[src/rtl/id_ex_operand_stage_if.sv]
// rtl/id_ex_operand_stage_if.sv - ID/EX operand stage signal bundle (ID fields, hazard controls, forwarding buses, EX outputs)
interface id_ex_operand_stage_if #(
  parameter int DATA_W = 32,
  parameter int RA_W   = 5,
  parameter int OP_W   = 4
);
  logic              id_valid;
  logic [RA_W-1:0]   id_rs;
  logic [RA_W-1:0]   id_rt;
  logic [DATA_W-1:0] id_rs_val;
  logic [DATA_W-1:0] id_rt_val;
  logic              id_uses_rt;
  logic [DATA_W-1:0] id_imm;
  logic              id_use_imm;
  logic [OP_W-1:0]   id_alu_op;
  logic [4:0]        id_sa;
  logic [RA_W-1:0]   id_rd;
  logic              id_reg_write;
  logic              id_mem_read;
  logic              stall;
  logic              flush;
  logic              exmem_reg_write;
  logic [RA_W-1:0]   exmem_rd;
  logic [DATA_W-1:0] exmem_res;
  logic              memwb_reg_write;
  logic [RA_W-1:0]   memwb_rd;
  logic [DATA_W-1:0] memwb_data;
  logic              ex_valid;
  logic [DATA_W-1:0] ex_a;
  logic [DATA_W-1:0] ex_b;
  logic [DATA_W-1:0] ex_store_data;
  logic [OP_W-1:0]   ex_op;
  logic [4:0]        ex_sa;
  logic [RA_W-1:0]   ex_rd;
  logic              ex_reg_write;
  logic              ex_mem_read;
  logic              load_use;

  modport master (
    output id_valid, id_rs, id_rt, id_rs_val, id_rt_val, id_uses_rt, id_imm, id_use_imm,
           id_alu_op, id_sa, id_rd, id_reg_write, id_mem_read, stall, flush,
           exmem_reg_write, exmem_rd, exmem_res, memwb_reg_write, memwb_rd, memwb_data,
    input  ex_valid, ex_a, ex_b, ex_store_data, ex_op, ex_sa, ex_rd, ex_reg_write,
           ex_mem_read, load_use
  );

  modport slave (
    input  id_valid, id_rs, id_rt, id_rs_val, id_rt_val, id_uses_rt, id_imm, id_use_imm,
           id_alu_op, id_sa, id_rd, id_reg_write, id_mem_read, stall, flush,
           exmem_reg_write, exmem_rd, exmem_res, memwb_reg_write, memwb_rd, memwb_data,
    output ex_valid, ex_a, ex_b, ex_store_data, ex_op, ex_sa, ex_rd, ex_reg_write,
           ex_mem_read, load_use
  );
endinterface

[src/rtl/id_ex_operand_stage.sv]
// rtl/id_ex_operand_stage.sv - ID/EX pipeline register with EX/MEM and MEM/WB operand forwarding and load-use bubble
module id_ex_operand_stage #(
  parameter int DATA_W = 32,
  parameter int RA_W   = 5,
  parameter int OP_W   = 4,
  parameter bit FWD_EN = 1'b1
) (
  input logic clk,
  input logic rst_n,
  id_ex_operand_stage_if.slave bus
);
  logic              valid_q;
  logic [RA_W-1:0]   rs_q;
  logic [RA_W-1:0]   rt_q;
  logic [DATA_W-1:0] rs_val_q;
  logic [DATA_W-1:0] rt_val_q;
  logic [DATA_W-1:0] imm_q;
  logic              use_imm_q;
  logic [OP_W-1:0]   op_q;
  logic [4:0]        sa_q;
  logic [RA_W-1:0]   rd_q;
  logic              reg_write_q;
  logic              mem_read_q;

  logic [DATA_W-1:0] fwd_rs;
  logic [DATA_W-1:0] fwd_rt;
  logic              load_use;

  // EX/MEM is younger than MEM/WB, so it takes priority; $0 always reads zero
  always_comb begin
    fwd_rs = rs_val_q;
    if (rs_q == '0) begin
      fwd_rs = '0;
    end else if (FWD_EN && valid_q) begin
      if (bus.exmem_reg_write && bus.exmem_rd == rs_q)
        fwd_rs = bus.exmem_res;
      else if (bus.memwb_reg_write && bus.memwb_rd == rs_q)
        fwd_rs = bus.memwb_data;
    end
  end

  always_comb begin
    fwd_rt = rt_val_q;
    if (rt_q == '0) begin
      fwd_rt = '0;
    end else if (FWD_EN && valid_q) begin
      if (bus.exmem_reg_write && bus.exmem_rd == rt_q)
        fwd_rt = bus.exmem_res;
      else if (bus.memwb_reg_write && bus.memwb_rd == rt_q)
        fwd_rt = bus.memwb_data;
    end
  end

  always_comb begin
    load_use = valid_q && mem_read_q && (rd_q != '0) && bus.id_valid && !bus.flush &&
               ((bus.id_rs == rd_q) || (bus.id_uses_rt && bus.id_rt == rd_q));
  end

  always_ff @(posedge clk or negedge rst_n) begin
    if (!rst_n) begin
      valid_q     <= 1'b0;
      rs_q        <= '0;
      rt_q        <= '0;
      rs_val_q    <= '0;
      rt_val_q    <= '0;
      imm_q       <= '0;
      use_imm_q   <= 1'b0;
      op_q        <= '0;
      sa_q        <= '0;
      rd_q        <= '0;
      reg_write_q <= 1'b0;
      mem_read_q  <= 1'b0;
    end else if (bus.flush || (!bus.stall && load_use)) begin
      valid_q     <= 1'b0;
      reg_write_q <= 1'b0;
      mem_read_q  <= 1'b0;
    end else if (bus.stall) begin
      // capture forwarded values so they survive once the producer leaves MEM/WB
      rs_val_q <= fwd_rs;
      rt_val_q <= fwd_rt;
    end else begin
      valid_q     <= bus.id_valid;
      rs_q        <= bus.id_rs;
      rt_q        <= bus.id_rt;
      rs_val_q    <= bus.id_rs_val;
      rt_val_q    <= bus.id_rt_val;
      imm_q       <= bus.id_imm;
      use_imm_q   <= bus.id_use_imm;
      op_q        <= bus.id_alu_op;
      sa_q        <= bus.id_sa;
      rd_q        <= bus.id_rd;
      reg_write_q <= bus.id_reg_write;
      mem_read_q  <= bus.id_mem_read;
    end
  end

  assign bus.ex_valid      = valid_q;
  assign bus.ex_a          = fwd_rs;
  assign bus.ex_b          = use_imm_q ? imm_q : fwd_rt;
  assign bus.ex_store_data = fwd_rt;
  assign bus.ex_op         = op_q;
  assign bus.ex_sa         = sa_q;
  assign bus.ex_rd         = rd_q;
  assign bus.ex_reg_write  = reg_write_q & valid_q;
  assign bus.ex_mem_read   = mem_read_q & valid_q;
  assign bus.load_use      = load_use;
endmodule
[src/flat_wrapper.sv]
// flat-port wrapper written by rule: the top's interface ports become plain ports
module id_ex_operand_stage_flat 
#(
  parameter int DATA_W = 32,
  parameter int RA_W   = 5,
  parameter int OP_W   = 4,
  parameter bit FWD_EN = 1'b1
)
  (clk, rst_n, bus_id_valid, bus_id_rs, bus_id_rt, bus_id_rs_val, bus_id_rt_val, bus_id_uses_rt, bus_id_imm, bus_id_use_imm, bus_id_alu_op, bus_id_sa, bus_id_rd, bus_id_reg_write, bus_id_mem_read, bus_stall, bus_flush, bus_exmem_reg_write, bus_exmem_rd, bus_exmem_res, bus_memwb_reg_write, bus_memwb_rd, bus_memwb_data, bus_ex_valid, bus_ex_a, bus_ex_b, bus_ex_store_data, bus_ex_op, bus_ex_sa, bus_ex_rd, bus_ex_reg_write, bus_ex_mem_read, bus_load_use);
  id_ex_operand_stage_if #(.DATA_W(DATA_W), .RA_W(RA_W), .OP_W(OP_W)) bus_i ();
  input logic clk;
  input logic rst_n;
  input wire logic [$bits(bus_i.id_valid)-1:0] bus_id_valid;
  input wire logic [$bits(bus_i.id_rs)-1:0] bus_id_rs;
  input wire logic [$bits(bus_i.id_rt)-1:0] bus_id_rt;
  input wire logic [$bits(bus_i.id_rs_val)-1:0] bus_id_rs_val;
  input wire logic [$bits(bus_i.id_rt_val)-1:0] bus_id_rt_val;
  input wire logic [$bits(bus_i.id_uses_rt)-1:0] bus_id_uses_rt;
  input wire logic [$bits(bus_i.id_imm)-1:0] bus_id_imm;
  input wire logic [$bits(bus_i.id_use_imm)-1:0] bus_id_use_imm;
  input wire logic [$bits(bus_i.id_alu_op)-1:0] bus_id_alu_op;
  input wire logic [$bits(bus_i.id_sa)-1:0] bus_id_sa;
  input wire logic [$bits(bus_i.id_rd)-1:0] bus_id_rd;
  input wire logic [$bits(bus_i.id_reg_write)-1:0] bus_id_reg_write;
  input wire logic [$bits(bus_i.id_mem_read)-1:0] bus_id_mem_read;
  input wire logic [$bits(bus_i.stall)-1:0] bus_stall;
  input wire logic [$bits(bus_i.flush)-1:0] bus_flush;
  input wire logic [$bits(bus_i.exmem_reg_write)-1:0] bus_exmem_reg_write;
  input wire logic [$bits(bus_i.exmem_rd)-1:0] bus_exmem_rd;
  input wire logic [$bits(bus_i.exmem_res)-1:0] bus_exmem_res;
  input wire logic [$bits(bus_i.memwb_reg_write)-1:0] bus_memwb_reg_write;
  input wire logic [$bits(bus_i.memwb_rd)-1:0] bus_memwb_rd;
  input wire logic [$bits(bus_i.memwb_data)-1:0] bus_memwb_data;
  output wire logic [$bits(bus_i.ex_valid)-1:0] bus_ex_valid;
  output wire logic [$bits(bus_i.ex_a)-1:0] bus_ex_a;
  output wire logic [$bits(bus_i.ex_b)-1:0] bus_ex_b;
  output wire logic [$bits(bus_i.ex_store_data)-1:0] bus_ex_store_data;
  output wire logic [$bits(bus_i.ex_op)-1:0] bus_ex_op;
  output wire logic [$bits(bus_i.ex_sa)-1:0] bus_ex_sa;
  output wire logic [$bits(bus_i.ex_rd)-1:0] bus_ex_rd;
  output wire logic [$bits(bus_i.ex_reg_write)-1:0] bus_ex_reg_write;
  output wire logic [$bits(bus_i.ex_mem_read)-1:0] bus_ex_mem_read;
  output wire logic [$bits(bus_i.load_use)-1:0] bus_load_use;
  assign bus_i.id_valid = bus_id_valid;
  assign bus_i.id_rs = bus_id_rs;
  assign bus_i.id_rt = bus_id_rt;
  assign bus_i.id_rs_val = bus_id_rs_val;
  assign bus_i.id_rt_val = bus_id_rt_val;
  assign bus_i.id_uses_rt = bus_id_uses_rt;
  assign bus_i.id_imm = bus_id_imm;
  assign bus_i.id_use_imm = bus_id_use_imm;
  assign bus_i.id_alu_op = bus_id_alu_op;
  assign bus_i.id_sa = bus_id_sa;
  assign bus_i.id_rd = bus_id_rd;
  assign bus_i.id_reg_write = bus_id_reg_write;
  assign bus_i.id_mem_read = bus_id_mem_read;
  assign bus_i.stall = bus_stall;
  assign bus_i.flush = bus_flush;
  assign bus_i.exmem_reg_write = bus_exmem_reg_write;
  assign bus_i.exmem_rd = bus_exmem_rd;
  assign bus_i.exmem_res = bus_exmem_res;
  assign bus_i.memwb_reg_write = bus_memwb_reg_write;
  assign bus_i.memwb_rd = bus_memwb_rd;
  assign bus_i.memwb_data = bus_memwb_data;
  assign bus_ex_valid = bus_i.ex_valid;
  assign bus_ex_a = bus_i.ex_a;
  assign bus_ex_b = bus_i.ex_b;
  assign bus_ex_store_data = bus_i.ex_store_data;
  assign bus_ex_op = bus_i.ex_op;
  assign bus_ex_sa = bus_i.ex_sa;
  assign bus_ex_rd = bus_i.ex_rd;
  assign bus_ex_reg_write = bus_i.ex_reg_write;
  assign bus_ex_mem_read = bus_i.ex_mem_read;
  assign bus_load_use = bus_i.load_use;
  id_ex_operand_stage #(.DATA_W(DATA_W), .RA_W(RA_W), .OP_W(OP_W), .FWD_EN(FWD_EN)) u_core (.clk(clk), .rst_n(rst_n), .bus(bus_i));
endmodule
[config.mk]
export PLATFORM = sky130hd
export DESIGN_NAME = id_ex_operand_stage_flat
export DESIGN_NICKNAME = d
export VERILOG_FILES = /design/src/rtl/id_ex_operand_stage_if.sv /design/src/rtl/id_ex_operand_stage.sv /design/src/flat_wrapper.sv
export SDC_FILE = /design/constraint.sdc
export NUM_CORES = 1
export LEC_CHECK = 0
export BUFFER_PORTS_ARGS = -buffer_cell sky130_fd_sc_hd__buf_4
export CAP_MARGIN = 20
export CORE_MARGIN = 4
export CORE_UTILIZATION = 40
export DETAILED_ROUTE_END_ITERATION = 10
export GPL_ROUTABILITY_DRIVEN = 0
export PLACE_DENSITY_LB_ADDON = 0.12
export RECOVER_POWER = 25
export SLEW_MARGIN = 10
export SYNTH_ARGS = -nofsm -noshare
export SYNTH_HDL_FRONTEND = slang
export SYNTH_SLANG_ARGS = --single-unit
[constraint.sdc]
create_clock -name clk -period 2.5 [get_ports clk]
set_clock_uncertainty 0.15 [all_clocks]
set_input_delay 0.375 -clock clk [delete_from_list [all_inputs] [get_ports clk]]
set_output_delay 0.375 -clock clk [all_outputs]
set_load 0.03 [all_outputs]
# ---- Yosys cells after proc, flatten, opt, wreduce, memory -nomap -nowiden
# Cells that the tools add are included.
# Widths: inputs -> output; s select.
dict set report totals {
  regBits 124
  inputBits 205
  output_inout_bits 114
}
dict set report classes {
  eq_ne 7
  mux 17
  bitwise 4
  reduce_logical 19
}
# operator count
set ops {}
lappend ops {{$mux 32} 11}
lappend ops {{$eq 5x5->1} 6}
lappend ops {{$logic_and 1x1->1} 11}
lappend ops {{$logic_not 5->1} 2}
lappend ops {{$mux 1} 6}
lappend ops {{$reduce_bool 5->1} 1}
lappend ops {{$and 1x1->1} 2}
lappend ops {{$logic_not 1->1} 2}
lappend ops {{$logic_or 1x1->1} 2}
lappend ops {{$ne 2x1->1 const B} 1}
lappend ops {{$not 1->1} 2}
lappend ops {{$reduce_and 2->1} 1}

# ---- Longest topological paths before layout
# Gate-level depths: netlist of the first run.
dict set report logic_depth {
  ltp_word 9
  mapped_depth 10
  ltp_nobuf 6
}

# ---- Worst setup path before layout of the first run
# No wires, ideal clock.
dict set report synth_path {
  kind {register to output}
  startpoint {register u_core.valid_q (netlist: u_core.bus.ex_valid)}
  endpoint {output bus_ex_a[19]}
  arrival_time_ns 2.435
  t_required_ns 1.975
  slack_ns -0.460
  path_stages_with_launch 9
  n_path_buf 3
  path_cell_list {dfrtp_1 > buf_2 > inv_1 > or3_1 > buf_2 > nand2_2 > buf_2 > nor2_1 > nor3_1}
}
dict set report synth_between {
  elab_chain_cells 2
}
# item line
set synth_rtl {}
lappend synth_rtl {{from (decl)} id_ex_operand_stage.sv:12} ;# logic valid_q;
lappend synth_rtl {{from (signal assigned)} id_ex_operand_stage.sv:82} ;# valid_q <= bus.id_valid;
lappend synth_rtl {{$mux 32} id_ex_operand_stage.sv:34} ;# end else if (FWD_EN && valid_q) begin
lappend synth_rtl {{$mux 32} id_ex_operand_stage.sv:32} ;# if (rs_q == '0) begin
lappend synth_rtl {{to (decl)} flat_wrapper.sv:35} ;# output wire logic [$bits(bus_i.ex_a)-1:0] bus_ex_a;
# No other way between the ends.

# ---- Worst setup path in the final report of the first run
dict set report layout_path {
  startpoint {register u_core.rt_q[3]}
  endpoint {output bus_ex_b[1]}
}
dict set report layout_between {
  elab_chain_cells 7
  elab_cells_between_ends 10
  classes_between {eq/ne (2); mux (5); reduce/logical (3)}
}
# item line
set layout_rtl {}
lappend layout_rtl {{from (decl)} id_ex_operand_stage.sv:14} ;# logic [RA_W-1:0] rt_q;
lappend layout_rtl {{from (signal assigned)} id_ex_operand_stage.sv:84} ;# rt_q <= bus.id_rt;
lappend layout_rtl {{$eq 5x5->1} id_ex_operand_stage.sv:49} ;# else if (bus.memwb_reg_write && bus.memwb_rd == rt_q)
lappend layout_rtl {{$logic_and 1x1->1} id_ex_operand_stage.sv:49}
lappend layout_rtl {{$mux 32} id_ex_operand_stage.sv:49}
lappend layout_rtl {{$mux 32} id_ex_operand_stage.sv:47} ;# if (bus.exmem_reg_write && bus.exmem_rd == rt_q)
lappend layout_rtl {{$mux 32} id_ex_operand_stage.sv:46} ;# end else if (FWD_EN && valid_q) begin
lappend layout_rtl {{$mux 32 (*)} id_ex_operand_stage.sv:44} ;# if (rt_q == '0) begin
lappend layout_rtl {{$mux 32 (*)} id_ex_operand_stage.sv:99} ;# assign bus.ex_b = use_imm_q ? imm_q : fwd_rt;
lappend layout_rtl {{to (decl)} flat_wrapper.sv:36} ;# output wire logic [$bits(bus_i.ex_b)-1:0] bus_ex_b;
# Mark *: on every way between the ends. The rest lies on a longest branch, timed or not.

==> metrics, run 1 <==
status complete, but fails checks; failing checks negative setup slack; GR Overflow Total 0; pwr/cell area 609.8 mW/mm^2; post-synthesis area per instance between 8 and 9 sq um; register area share after synthesis 39.23%; Critical Path AT 2.56 ns; met2 Use GR 49.17%; xor-xnor portion of the synthesized cell area 3.322%; max-slew violations 0; Reg power frac 28.8%; Post-Syn Area 0.007910 sq mm; die width between 100 and 150 microns; reg2reg setup slack 0 ns; Synth area leader dfrtp_1; H-Tree Depth 4; final non-filler cell total 1694; sw power 3.279 mW; Adder-Cell Fraction of Synth Area 0%; die height 148.6 microns; Comb pwr share 41.6%; Routed WL per cell 22.38 microns; vias after detailed routing 9757; mux cell area share after synthesis under 10%; PortBufs 318; Max Cap Violations 0; HP Start bus_id_imm[2]; # diodes 0; setup ws final -0.5873 ns; initial core utilization 40.64%; # rows 51; design internal power 5.492 mW; FFs w/ async S/R, synth 100.0%; setup violators final 96; CTS Buf Count 17; core area 0.01946 sq mm; CTS tree yes; worst r2r dst u_core.rt_val_q[19]$_DFFE_PN0N_; fin crit period 3.087 ns; EDFF count, synth 0; Max Freq approximately 320 MHz; final WL 37.91 mm; Clk network pwr share 29.6%; Cells after DPL 1552; Overall Global Routing Usage 32.00%; Peak supply drop ~0.00055 V; worst slew pin tran 1.039 ns; layout cell share with drive strength beyond 1 49.69%; Nets 1621; Mapped Cells approximately 960; pre-CTS setup slack -0.2937 ns; iteration-0 DRC count of the detailed router 879; Crit Path Category flip-flop to primary output; post-synthesis compound-gate area fraction 24.42%; Max Buffers Root-to-Sink 2; commonest cells in the netlist nand2_1 (244), dfrtp_1 (124), clkbuf_1 (49), o211ai_1 (40), nor2_1 (38); DRT Pass-1 Iters 6; global-route wire length before repair 54.93 mm; I/O pins 319; initial antenna violation count 1; hold path cells 3; main combinational cell family by area after synthesis compound AO/OA/AOI/OAI gates; Crit Path Max Fanout 8; Yosys top cell area share about two fifths; final-report hold violation count 0; most frequent cell after synthesis nand2_1; RSZ-0062 raised after global routing yes; CP required 1.98 ns; sw frac 37.38%; Slew HR between 30 and 40%; Synth Flop Type dfrtp_1; total die area 0.02209 sq mm; Synth Warn # 0; Synth Area in Simple Gates 23.52%; Pleak 6.618 nW; final period utilization 123.5%; leading post-synthesis cells by cell area dfrtp_1 (39%), nand2_1 (12%), o211ai_1 (3.8%), xnor2_1 (2.8%), o221ai_1 (2.5%); DRT antenna net count 0; register bit total from synthesis 124; synthesized net count 1162; Sink Count between 100 and 150; busiest grt layer met2; worst r2r src u_core.rt_q[3]$_DFFE_PN0P_; Worst-Skew Late Latency 0.43 ns; vias in the first global route 9533; nature of the critical path endpoint primary output; clk root buf clkbuf_16; Filler Cells Inserted 1427; Syn-to-layout area delta 81.86%; HPWL Detailed 24.96 mm; clk slew on worst S/H paths 0.07 ns; synth unique cells 56; Worst Setup Start Kind flip-flop; met3 Use GR 10.97%; met1 Usage GRT a little over two fifths; Hold EP u_core.imm_q[2]$_DFFE_PN0P_; largest net degree at the start of global routing 48; Worst Reg-to-Reg Cells 10; Avg Vias per Cell 5.760; worst min path class input port to flip-flop; DRC errors left 0
-- layout by cell type, fill, tap and decap left out, types with 9 or more instances in the layout --
master | netlist | routed
a21oi_1 | 27 | 22
a22oi_1 | 14 | 14
a22oi_2 | 9 | 9
a31oi_1 | 26 | 20
buf_12 | 0 | 19
buf_4 | 3 | 350
buf_6 | 4 | 94
clkbuf_16 | 0 | 25
dfrtp_1 | 124 | 115
dfrtp_2 | 0 | 9
dlygate4sd3_1 | 0 | 45
inv_1 | 24 | 23
mux2i_1 | 13 | 9
nand2_1 | 244 | 240
nand2b_1 | 15 | 14
nor2_1 | 38 | 13
nor2_2 | 1 | 21
nor3_1 | 28 | 14
nor3_2 | 0 | 9
nor4b_1 | 20 | 20
o211ai_1 | 40 | 40
o21ai_1 | 22 | 18
o21ai_2 | 0 | 23
o221ai_2 | 0 | 9
o221ai_4 | 0 | 14
o22ai_1 | 21 | 19
o31ai_1 | 11 | 11
or3_1 | 31 | 11
or3_4 | 0 | 20
xnor2_1 | 25 | 16
xnor2_2 | 0 | 9
-- registers in the layout, indices dropped and copies added (netlist names) --
register,cells
u_core.imm_q,32
u_core.bus.ex_valid,1
u_core.bus.ex_sa,5
u_core.rs_q,5
u_core.bus.ex_op,4
u_core.rs_val_q,32
u_core.reg_write_q,1
u_core.mem_read_q,1
u_core.use_imm_q,1
u_core.bus.ex_rd,5
u_core.rt_val_q,32
u_core.rt_q,5
-- metrics by stage --
step,TNS [ns],hold slack (ns),total power [mW],cell area (sq um),utilization [%]
floorplan,-0.03865,-0.07059,4.178,8137,-
global placement,-15.82,0.1559,5.514,11410,58.65
detailed placement,-16.78,0.1591,5.545,11410,58.65
CTS,-42.78,0.0007073,8.518,13540,69.55
global route,-54.35,0.009157,9.093,14390,73.91
finish,-45.64,0.008552,8.771,14390,73.91
-- worst max-delay path: stages (launching register included) --
cell	delay [ns]
dfrtp_2	0.46
xor2_1	0.17
nor2_1	0.09
and4_4	0.22
nand2b_4	0.19
clkbuf_16	0.18
buf_6	0.11
o221a_4	0.28
mux2_4	0.28
buf_6	0.14
-- power by group through the flow --
| stage | Combinational [mW] | Clock, mW | Sequential (mW) |
|---|---|---|---|
| after floorplan | 1.67 | 0 | 2.51 |
| after global placement | 3.01 | 0 | 2.51 |
| after detailed placement | 3.03 | 0 | 2.52 |
| after CTS | 3.43 | 2.59 | 2.50 |
| after global routing | 3.86 | 2.68 | 2.56 |
| final | 3.65 | 2.59 | 2.53 |
-- area by class of cell --
class                      count  area, sq um  area share [%]
tap                          265        331.6           2.305
clock inverter                13        155.1           1.079
multi-input combinational    723         5364           37.29
sequential                   124         3114           21.65
timing repair buffer         526         4887           33.97
inverter                      24        90.09          0.6263
clock buffer                  19        442.9           3.079
-- how the worst max path moves through the flow --
| stage | endpoint | start | cells after the start |
|---|---|---|---|
| final | bus_ex_b[1] | u_core.rt_q[3]$_DFFE_PN0P_ | 9 |
| after floorplan | bus_ex_a[19] | u_core.bus.ex_valid$_DFFE_PN0P_ | 8 |
| after detailed placement | bus_ex_b[23] | bus_memwb_rd[1] | 10 |
| after global routing | bus_ex_a[4] | u_core.rs_q[1]$_DFFE_PN0P_ | 9 |
| after global placement | bus_ex_store_data[23] | bus_exmem_rd[1] | 11 |
| after CTS | bus_ex_b[7] | u_core.rt_q[1]$_DFFE_PN0P_ | 9 |
-- routing by layer --
layer,up-vias,routed length (microns)
met2,589,17420
li1,4388,-
met4,2,1088
met5,-,12
met1,4695,15130
met3,83,4264
-- logic make-up after synthesis --
group / Yosys count
simple gates: 404
compound gates: 265
flops: 124
buf+inv: 110
xor+xnor: 30
mux: 24
-- repair_timing --
item | 4_1_cts | 5_1_grt
pin swaps | 21 | 37
hold buffers | 45 | 0
endpoints found under the hold margin | 80 | 0
gates resized for setup | 155 | 99
setup endpoints to repair | 97 | 102
setup buffers | 35 | 31
cloned | 3 | 8
Note: power is estimated with default switching activity, not from simulation.
==> run 2, diff against run 1 <==
--- a/config.mk
+++ b/config.mk
@@ -17,3 +17,4 @@
 export SYNTH_ARGS = -nofsm -noshare
 export SYNTH_HDL_FRONTEND = slang
 export SYNTH_SLANG_ARGS = --single-unit
+export TNS_END_PERCENT = 20
==> metrics, run 2 (synthesis results as in run 1) <==
status complete, but fails checks (unchanged); failing checks negative setup slack (unchanged); pwr/cell area 624.6 mW/mm^2 (was 609.8 mW/mm^2); global-route wire length before repair 53.27 mm (was 54.93 mm); Max Freq 325.8 MHz (was 323.9 MHz); worst slew pin tran 1.099 ns (was 1.039 ns); most common cell after layout, fill and taps aside buf_4 (unchanged); Reg power frac 30.2% (was 28.8%); worst r2r src u_core.rt_q[4]$_DFFE_PN0P_ (was u_core.rt_q[3]$_DFFE_PN0P_); vias in the first global route 9317 (was 9533); Worst Reg-to-Reg Cells 9 (was 10); iteration-0 DRC count of the detailed router 809 (was 879); hold path cells 3 (unchanged); GR Overflow Total 0 (unchanged); sw frac 37.16% (was 37.38%); Worst path depth 9 (unchanged); Largest regs u_core.imm_q (32), u_core.rs_val_q (32), u_core.rt_val_q (32) (unchanged); # diodes 0 (unchanged); Cells after DPL 1553 (was 1552); Max Cap Violations 0 (unchanged); layout cell share with drive strength beyond 1 44.93% (was 49.69%); # rows 51 (unchanged); Crit Path Category flip-flop to primary output (unchanged); sw power 3.076 mW (was 3.279 mW); slowest CP cell dfrtp_1 (was dfrtp_2); largest net degree at the start of global routing 61 (was 48); Sink Count 124 (unchanged); Worst Setup Start Kind flip-flop (unchanged); final non-filler cell total 1656 (was 1694); Nets 1583 (was 1621); Overall Global Routing Usage 30.96% (was 32.00%); HPWL Detailed 24.80 mm (was 24.96 mm); PortBufs 318 (unchanged); design internal power 5.202 mW (was 5.492 mW); reg2reg setup slack 0.06 ns (was 0 ns); Max Buffers Root-to-Sink 2 (unchanged); HP Start bus_id_imm[6] (was bus_id_imm[2]); Worst-Skew Late Latency 0.43 ns (about the same); Pleak 6.198 nW (was 6.618 nW); critical path startpoint u_core.rt_q[4]$_DFFE_PN0P_ (was u_core.rt_q[3]$_DFFE_PN0P_); Critical Path AT 2.54 ns (was 2.56 ns); CTS Buf Count 17 (unchanged); CP bufs+invs 3 (unchanged); core area 0.01946 sq mm (unchanged); most frequent cells in the layout buf_4 (363), nand2_1 (243), dfrtp_1 (117) (was buf_4 (350), nand2_1 (240), dfrtp_1 (115)); Hold Slack 0.01145 ns (was 0.008552 ns); die width 148.6 microns (unchanged); CTS tree yes (unchanged); Routed WL per cell 21.09 microns (was 22.38 microns); CP required 1.98 ns (about the same); Clk network pwr share 29.1% (was 29.6%); clk slew on worst S/H paths 0.06 ns (was 0.07 ns); I/O pins 319 (unchanged); DRT antenna net count 0 (unchanged); setup violators final 97 (was 96); crit-path leading delay family simple AND/OR/NAND/NOR gates (unchanged); H-Tree Depth 4 (unchanged); setup ws final -0.5697 ns (was -0.5873 ns); fin crit period 3.070 ns (was 3.087 ns); Hold EP u_core.imm_q[6]$_DFFE_PN0P_ (was u_core.imm_q[2]$_DFFE_PN0P_); CP peak stage delay 0.43 ns (was 0.46 ns); final WL 34.93 mm (was 37.91 mm); total die area 0.02209 sq mm (unchanged); worst min path class input port to flip-flop (unchanged); nature of the critical path endpoint primary output (unchanged); Peak supply drop 0.0004086 V (was 0.0005535 V); max-slew violations 0 (unchanged); Overall Power 8.278 mW (was 8.771 mW); Crit Path Max Fanout 6 (was 8); Comb pwr share 40.7% (was 41.6%); DRT Pass-1 Iters 5 (was 6); Slew HR 26.70% (was 30.73%); DRC errors left 0 (unchanged); clk root buf clkbuf_16 (unchanged); worst r2r dst u_core.rt_val_q[26]$_DFFE_PN0N_ (was u_core.rt_val_q[19]$_DFFE_PN0N_); initial antenna violation count 0 (was 1); vias after detailed routing 9252 (was 9757); Avg Vias per Cell 5.587 (was 5.760); RSZ-0062 raised after global routing yes (unchanged); initial core utilization 40.64% (unchanged); final period utilization 122.8% (was 123.5%); final-report hold violation count 0 (unchanged); die height 148.6 microns (unchanged); crit path cell chain xor2_1 -> nor3_2 -> and4_4 -> nand2b_4 -> buf_4 -> buf_12 -> o211ai_1 -> o21ai_2 -> buf_6 (was xor2_1 -> nor2_1 -> and4_4 -> nand2b_4 -> clkbuf_16 -> buf_6 -> o221a_4 -> mux2_4 -> buf_6); Syn-to-layout area delta 67.56% (was 81.86%)
==> run 2: cell types whose count changed in the layout (fill, tap and decap cells not counted), moves of 6 or more <==
cell,delta
buf_6,-42
or3_1,+17
or3_4,-17
o221ai_4,-14
buf_4,+13
o21ai_2,-11
o21ai_1,+10
o22ai_1,-10
o22ai_2,+10
o221ai_2,+9
clkbuf_16,-6
==> run 2: layout make-up <==
| class | instances | area (sq um) |
|---|---|---|
| clock buffer | 19 | 442.9 |
| clock inverter | 13 | 118.9 |
| fill | 1592 | 6208 |
| inverter | 24 | 90.09 |
| multi-input combinational | 723 | 4890 |
| sequential | 124 | 3112 |
| tap | 265 | 331.6 |
| timing repair buffer | 488 | 4269 |
==> run 2: stage by stage <==
| stage | TNS (ns) | instance area [sq um] | worst slack [ns] | util (%) |
|---|---|---|---|---|
| global placement | -11.90 | 11380 | -0.2569 | 58.48 |
| detailed placement | -16.04 | 11380 | -0.3209 | 58.48 |
| CTS | -39.10 | 12840 | -0.5388 | 65.99 |
| finish | -40.30 | 13250 | -0.5697 | 68.10 |
| global route | -50.49 | 13250 | -0.6851 | 68.10 |
| floorplan | -3.710 | 8048 | -0.2300 | - |
==> run 2: how the worst max path moves through the flow <==
stage / end
floorplan: bus_ex_b[30]
detailed placement: bus_ex_b[17]
CTS: bus_ex_store_data[23]
finish: bus_ex_b[22]
global route: bus_ex_b[17]
global placement: bus_ex_b[17]
==> run 2: layer usage <==
layer / vias to the layer above / routed length (microns) / part of all wire, % / global-route usage [%]
li1: 4306 / - / - / -
met1: 4437 / 14630 / 42 / 42.97
met2: 454 / 16120 / 46 / 47.90
met3: 55 / 3470 / 9.9 / 8.440
met4: 0 / 707 / 2.0 / 8.453
met5: - / 0 / 0 / 0
==> run 2: worst min-delay path, stage by stage <==
cell and delay, ns:
buf_4 0.07, nand2_1 0.04, nand2_1 0.06
==> run 2: what timing repair did <==
action / in CTS / in global routing
hold buffers: 46 / 1
cloned: 1 / 2
setup endpoints to repair: 97 / 100
pin swaps: 23 / 21
buffers inserted: 11 / 11
endpoints found under the hold margin: 82 / 1
gates resized for setup: 78 / 63
==> run 2: power groups by stage <==
stage | sequential (mW) | clock [mW] | combinational [mW]
floorplan | 2.51 | 0 | 1.63
global placement | 2.50 | 0 | 2.99
detailed placement | 2.51 | 0 | 3.01
CTS | 2.48 | 2.43 | 3.24
global route | 2.53 | 2.53 | 3.59
finish | 2.50 | 2.41 | 3.37
==> run 3, diff against run 2 <==
--- a/config.mk
+++ b/config.mk
@@ -11,6 +11,7 @@
 export CORE_UTILIZATION = 40
 export DETAILED_ROUTE_END_ITERATION = 10
 export GPL_ROUTABILITY_DRIVEN = 0
+export GPL_TIMING_DRIVEN = 0
 export PLACE_DENSITY_LB_ADDON = 0.12
 export RECOVER_POWER = 25
 export SLEW_MARGIN = 10
==> metrics, run 3 (synthesis results as in run 1) <==
Routed WL per cell 22.00 microns (was 21.09 microns); worst min path class input port to flip-flop (unchanged); die width 148.6 microns (unchanged); Crit Path Max Fanout 10 (was 6); iteration-0 DRC count of the detailed router 873 (was 809); # diodes 0 (unchanged); clk root buf clkbuf_16 (unchanged); Worst Setup Start Kind flip-flop (unchanged); Avg Vias per Cell 5.696 (was 5.587); Crit Path Category flip-flop to primary output (unchanged); Max Buffers Root-to-Sink 2 (unchanged); vias in the first global route 9450 (was 9317); die height 148.6 microns (unchanged); final-report hold violation count 0 (unchanged); most common cell after layout, fill and taps aside buf_4 (unchanged); met2 Use GR 51.31% (was 47.90%); final non-filler cell total 1679 (was 1656); max-slew violations 58 (was 0); largest net degree at the start of global routing 68 (was 61); Nets 1608 (was 1583); worst r2r src u_core.bus.ex_rd[0]$_DFFE_PN0P_ (was u_core.rt_q[4]$_DFFE_PN0P_); most frequent cells in the layout buf_4 (284), nand2_1 (241), dfrtp_1 (114) (was buf_4 (363), nand2_1 (243), dfrtp_1 (117)); Comb pwr share 40.5% (was 40.7%); GR Overflow Total 0 (unchanged); I/O pins 319 (unchanged); Max Cap Violations 1 (was 0); Critical Path AT 2.62 ns (was 2.54 ns); Largest regs u_core.imm_q (32), u_core.rs_val_q (32), u_core.rt_val_q (32) (unchanged); Clk network pwr share 30.1% (was 29.1%); Syn-to-layout area delta 72.33% (was 67.56%); status complete, but fails checks (unchanged); Overall Power 8.497 mW (was 8.278 mW); Cells after DPL 1541 (was 1553); Max Freq 318.2 MHz (was 325.8 MHz); clk slew on worst S/H paths 0.06 ns (about the same); sw frac 37.31% (was 37.16%); initial core utilization 40.64% (unchanged); HP Start bus_id_sa[0] (was bus_id_imm[6]); HPWL Detailed 25.74 mm (was 24.80 mm); Sink Count 124 (unchanged); setup violators final 99 (was 97); CP peak stage delay 0.46 ns (was 0.43 ns); layout cell share with drive strength beyond 1 44.41% (was 44.93%); Worst-Skew Late Latency 0.43 ns (about the same); CTS tree yes (unchanged); core area 0.01946 sq mm (unchanged); DRC errors left 0 (unchanged); met1 Usage GRT 41.51% (was 42.97%); # rows 51 (unchanged); design internal power 5.327 mW (was 5.202 mW); Overall Global Routing Usage 31.73% (was 30.96%); CTS Buf Count 17 (unchanged); busiest grt layer met2 (unchanged); vias after detailed routing 9563 (was 9252); post-route design area 0.01363 sq mm (was 0.01325 sq mm); DRT Pass-1 Iters 6 (was 5); failing checks max-capacitance violations, max-slew violations, negative setup slack (was negative setup slack); Cell Area, Placed 0.01080 sq mm (was 0.01138 sq mm); Hold Slack 0.01222 ns (was 0.01145 ns); H-Tree Depth 4 (unchanged); Pleak 6.264 nW (was 6.198 nW); pwr/cell area 623.3 mW/mm^2 (was 624.6 mW/mm^2); Slew HR -7.079% (was 26.70%); RSZ-0062 raised after global routing yes (unchanged); DRT antenna net count 0 (unchanged); Reg power frac 29.4% (was 30.2%); final WL 36.94 mm (was 34.93 mm); PortBufs 318 (unchanged); worst slew pin tran 1.606 ns (was 1.099 ns); setup ws final -0.6423 ns (was -0.5697 ns); crit path cell chain xnor2_1 -> nand2_2 -> clkbuf_2 -> nor3_1 -> o22ai_2 -> o211ai_1 -> o21ai_1 -> buf_4 (was xor2_1 -> nor3_2 -> and4_4 -> nand2b_4 -> buf_4 -> buf_12 -> o211ai_1 -> o21ai_2 -> buf_6); nature of the critical path endpoint primary output (unchanged); total die area 0.02209 sq mm (unchanged); global-route wire length before repair 54.15 mm (was 53.27 mm); Peak supply drop 0.0004785 V (was 0.0004086 V); Filler Cells Inserted 1512 (was 1592); critical path startpoint u_core.rt_q[4]$_DFFE_PN0P_ (unchanged); slowest CP cell dfrtp_2 (was dfrtp_1); initial antenna violation count 1 (was 0); sw power 3.170 mW (was 3.076 mW); met3 Use GR 8.562% (was 8.440%); CP required 1.98 ns (about the same); fin crit period 3.142 ns (was 3.070 ns); final period utilization 125.7% (was 122.8%)
run 3: cell count changes in the layout (fill, tap and decap cells not counted), sizes merged:
| cell | delta |
|---|---|
| clkinv | -6 |
| inv | +1 |
| clkbuf | +52 |
| clkinvlp | +2 |
| bufinv | +1 |
| buf | -28 |
| dlygate4sd3 | +1 |
run 3: area by class of cell:
cell class              instances  area, sq um  area share, %
plain buffers                  83        655.6          4.810
clock buffers                  19        452.9          3.323
clock inverters                11        136.4          1.000
inverters                      24        93.84         0.6884
multi-input cells             723         5014          36.78
flip-flops and latches        124         3115          22.85
well taps                     265        331.6          2.432
repair buffers                430         3832          28.11
run 3: final timing paths:
path	endpoint	slack [ns]	cells past startpoint
setup / recovery	bus_ex_b[27]	-0.64	8
max in group asynchronous	u_core.bus.ex_rd[3]$_DFFE_PN0P_	0.24	3
min in group asynchronous	u_core.rs_val_q[10]$_DFFE_PN0N_	0.73	2
setup reg to reg	u_core.rs_val_q[9]$_DFFE_PN0N_	-0.03	7
hold / removal	u_core.bus.ex_sa[0]$_DFFE_PN0P_	0.01	3
hold reg to reg	u_core.imm_q[10]$_DFFE_PN0P_	0.32	2
run 3: worst max-delay path: cells and delay by family, from the launching register on:
family / cells / cell delay, ns
XOR/XNOR: 1 / 0.25
buffers and inverters: 2 / 0.46
AND/OR/NAND/NOR: 2 / 0.48
flip-flops: 1 / 0.46
AO/OA/AOI/OAI: 3 / 0.52
run 3: per-stage QoR:
step	TNS (ns)	setup slack (ns)	utilization, %
4_1_cts	-44.64	-0.5914	66.49
3_3_place_gp	-58.90	-0.7331	55.32
3_5_place_dp	-60.38	-0.7283	55.48
5_1_grt	-63.80	-0.7303	70.04
6_report	-51.71	-0.6423	70.04
2_1_floorplan	-3.710	-0.2300	-
run 3: routing by layer:
| metal | part of all wire (%) | routed length [microns] | up-vias |
|---|---|---|---|
| li1 | - | - | 4363 |
| met1 | 40 | 14750 | 4587 |
| met2 | 48 | 17600 | 536 |
| met3 | 9.7 | 3569 | 75 |
| met4 | 2.8 | 1025 | 2 |
| met5 | 0.019 | 7 | - |
run 3: power by group through the flow:
| stage | logic, mW | clock network (mW) | registers (mW) |
|---|---|---|---|
| finish | 3.44 | 2.56 | 2.50 |
| global route | 3.62 | 2.64 | 2.53 |
| CTS | 3.22 | 2.56 | 2.48 |
| detailed placement | 2.84 | 0 | 2.50 |
| global placement | 2.82 | 0 | 2.49 |
| floorplan | 1.63 | 0 | 2.51 |
run 3: repair_timing:
action,in CTS,in global routing
pin swaps,30,37
gates cloned,2,6
endpoints found under the setup margin,202,181
resized for setup,190,114
endpoints found under the hold margin,104,0
setup buffers,41,18
hold buffers,48,0
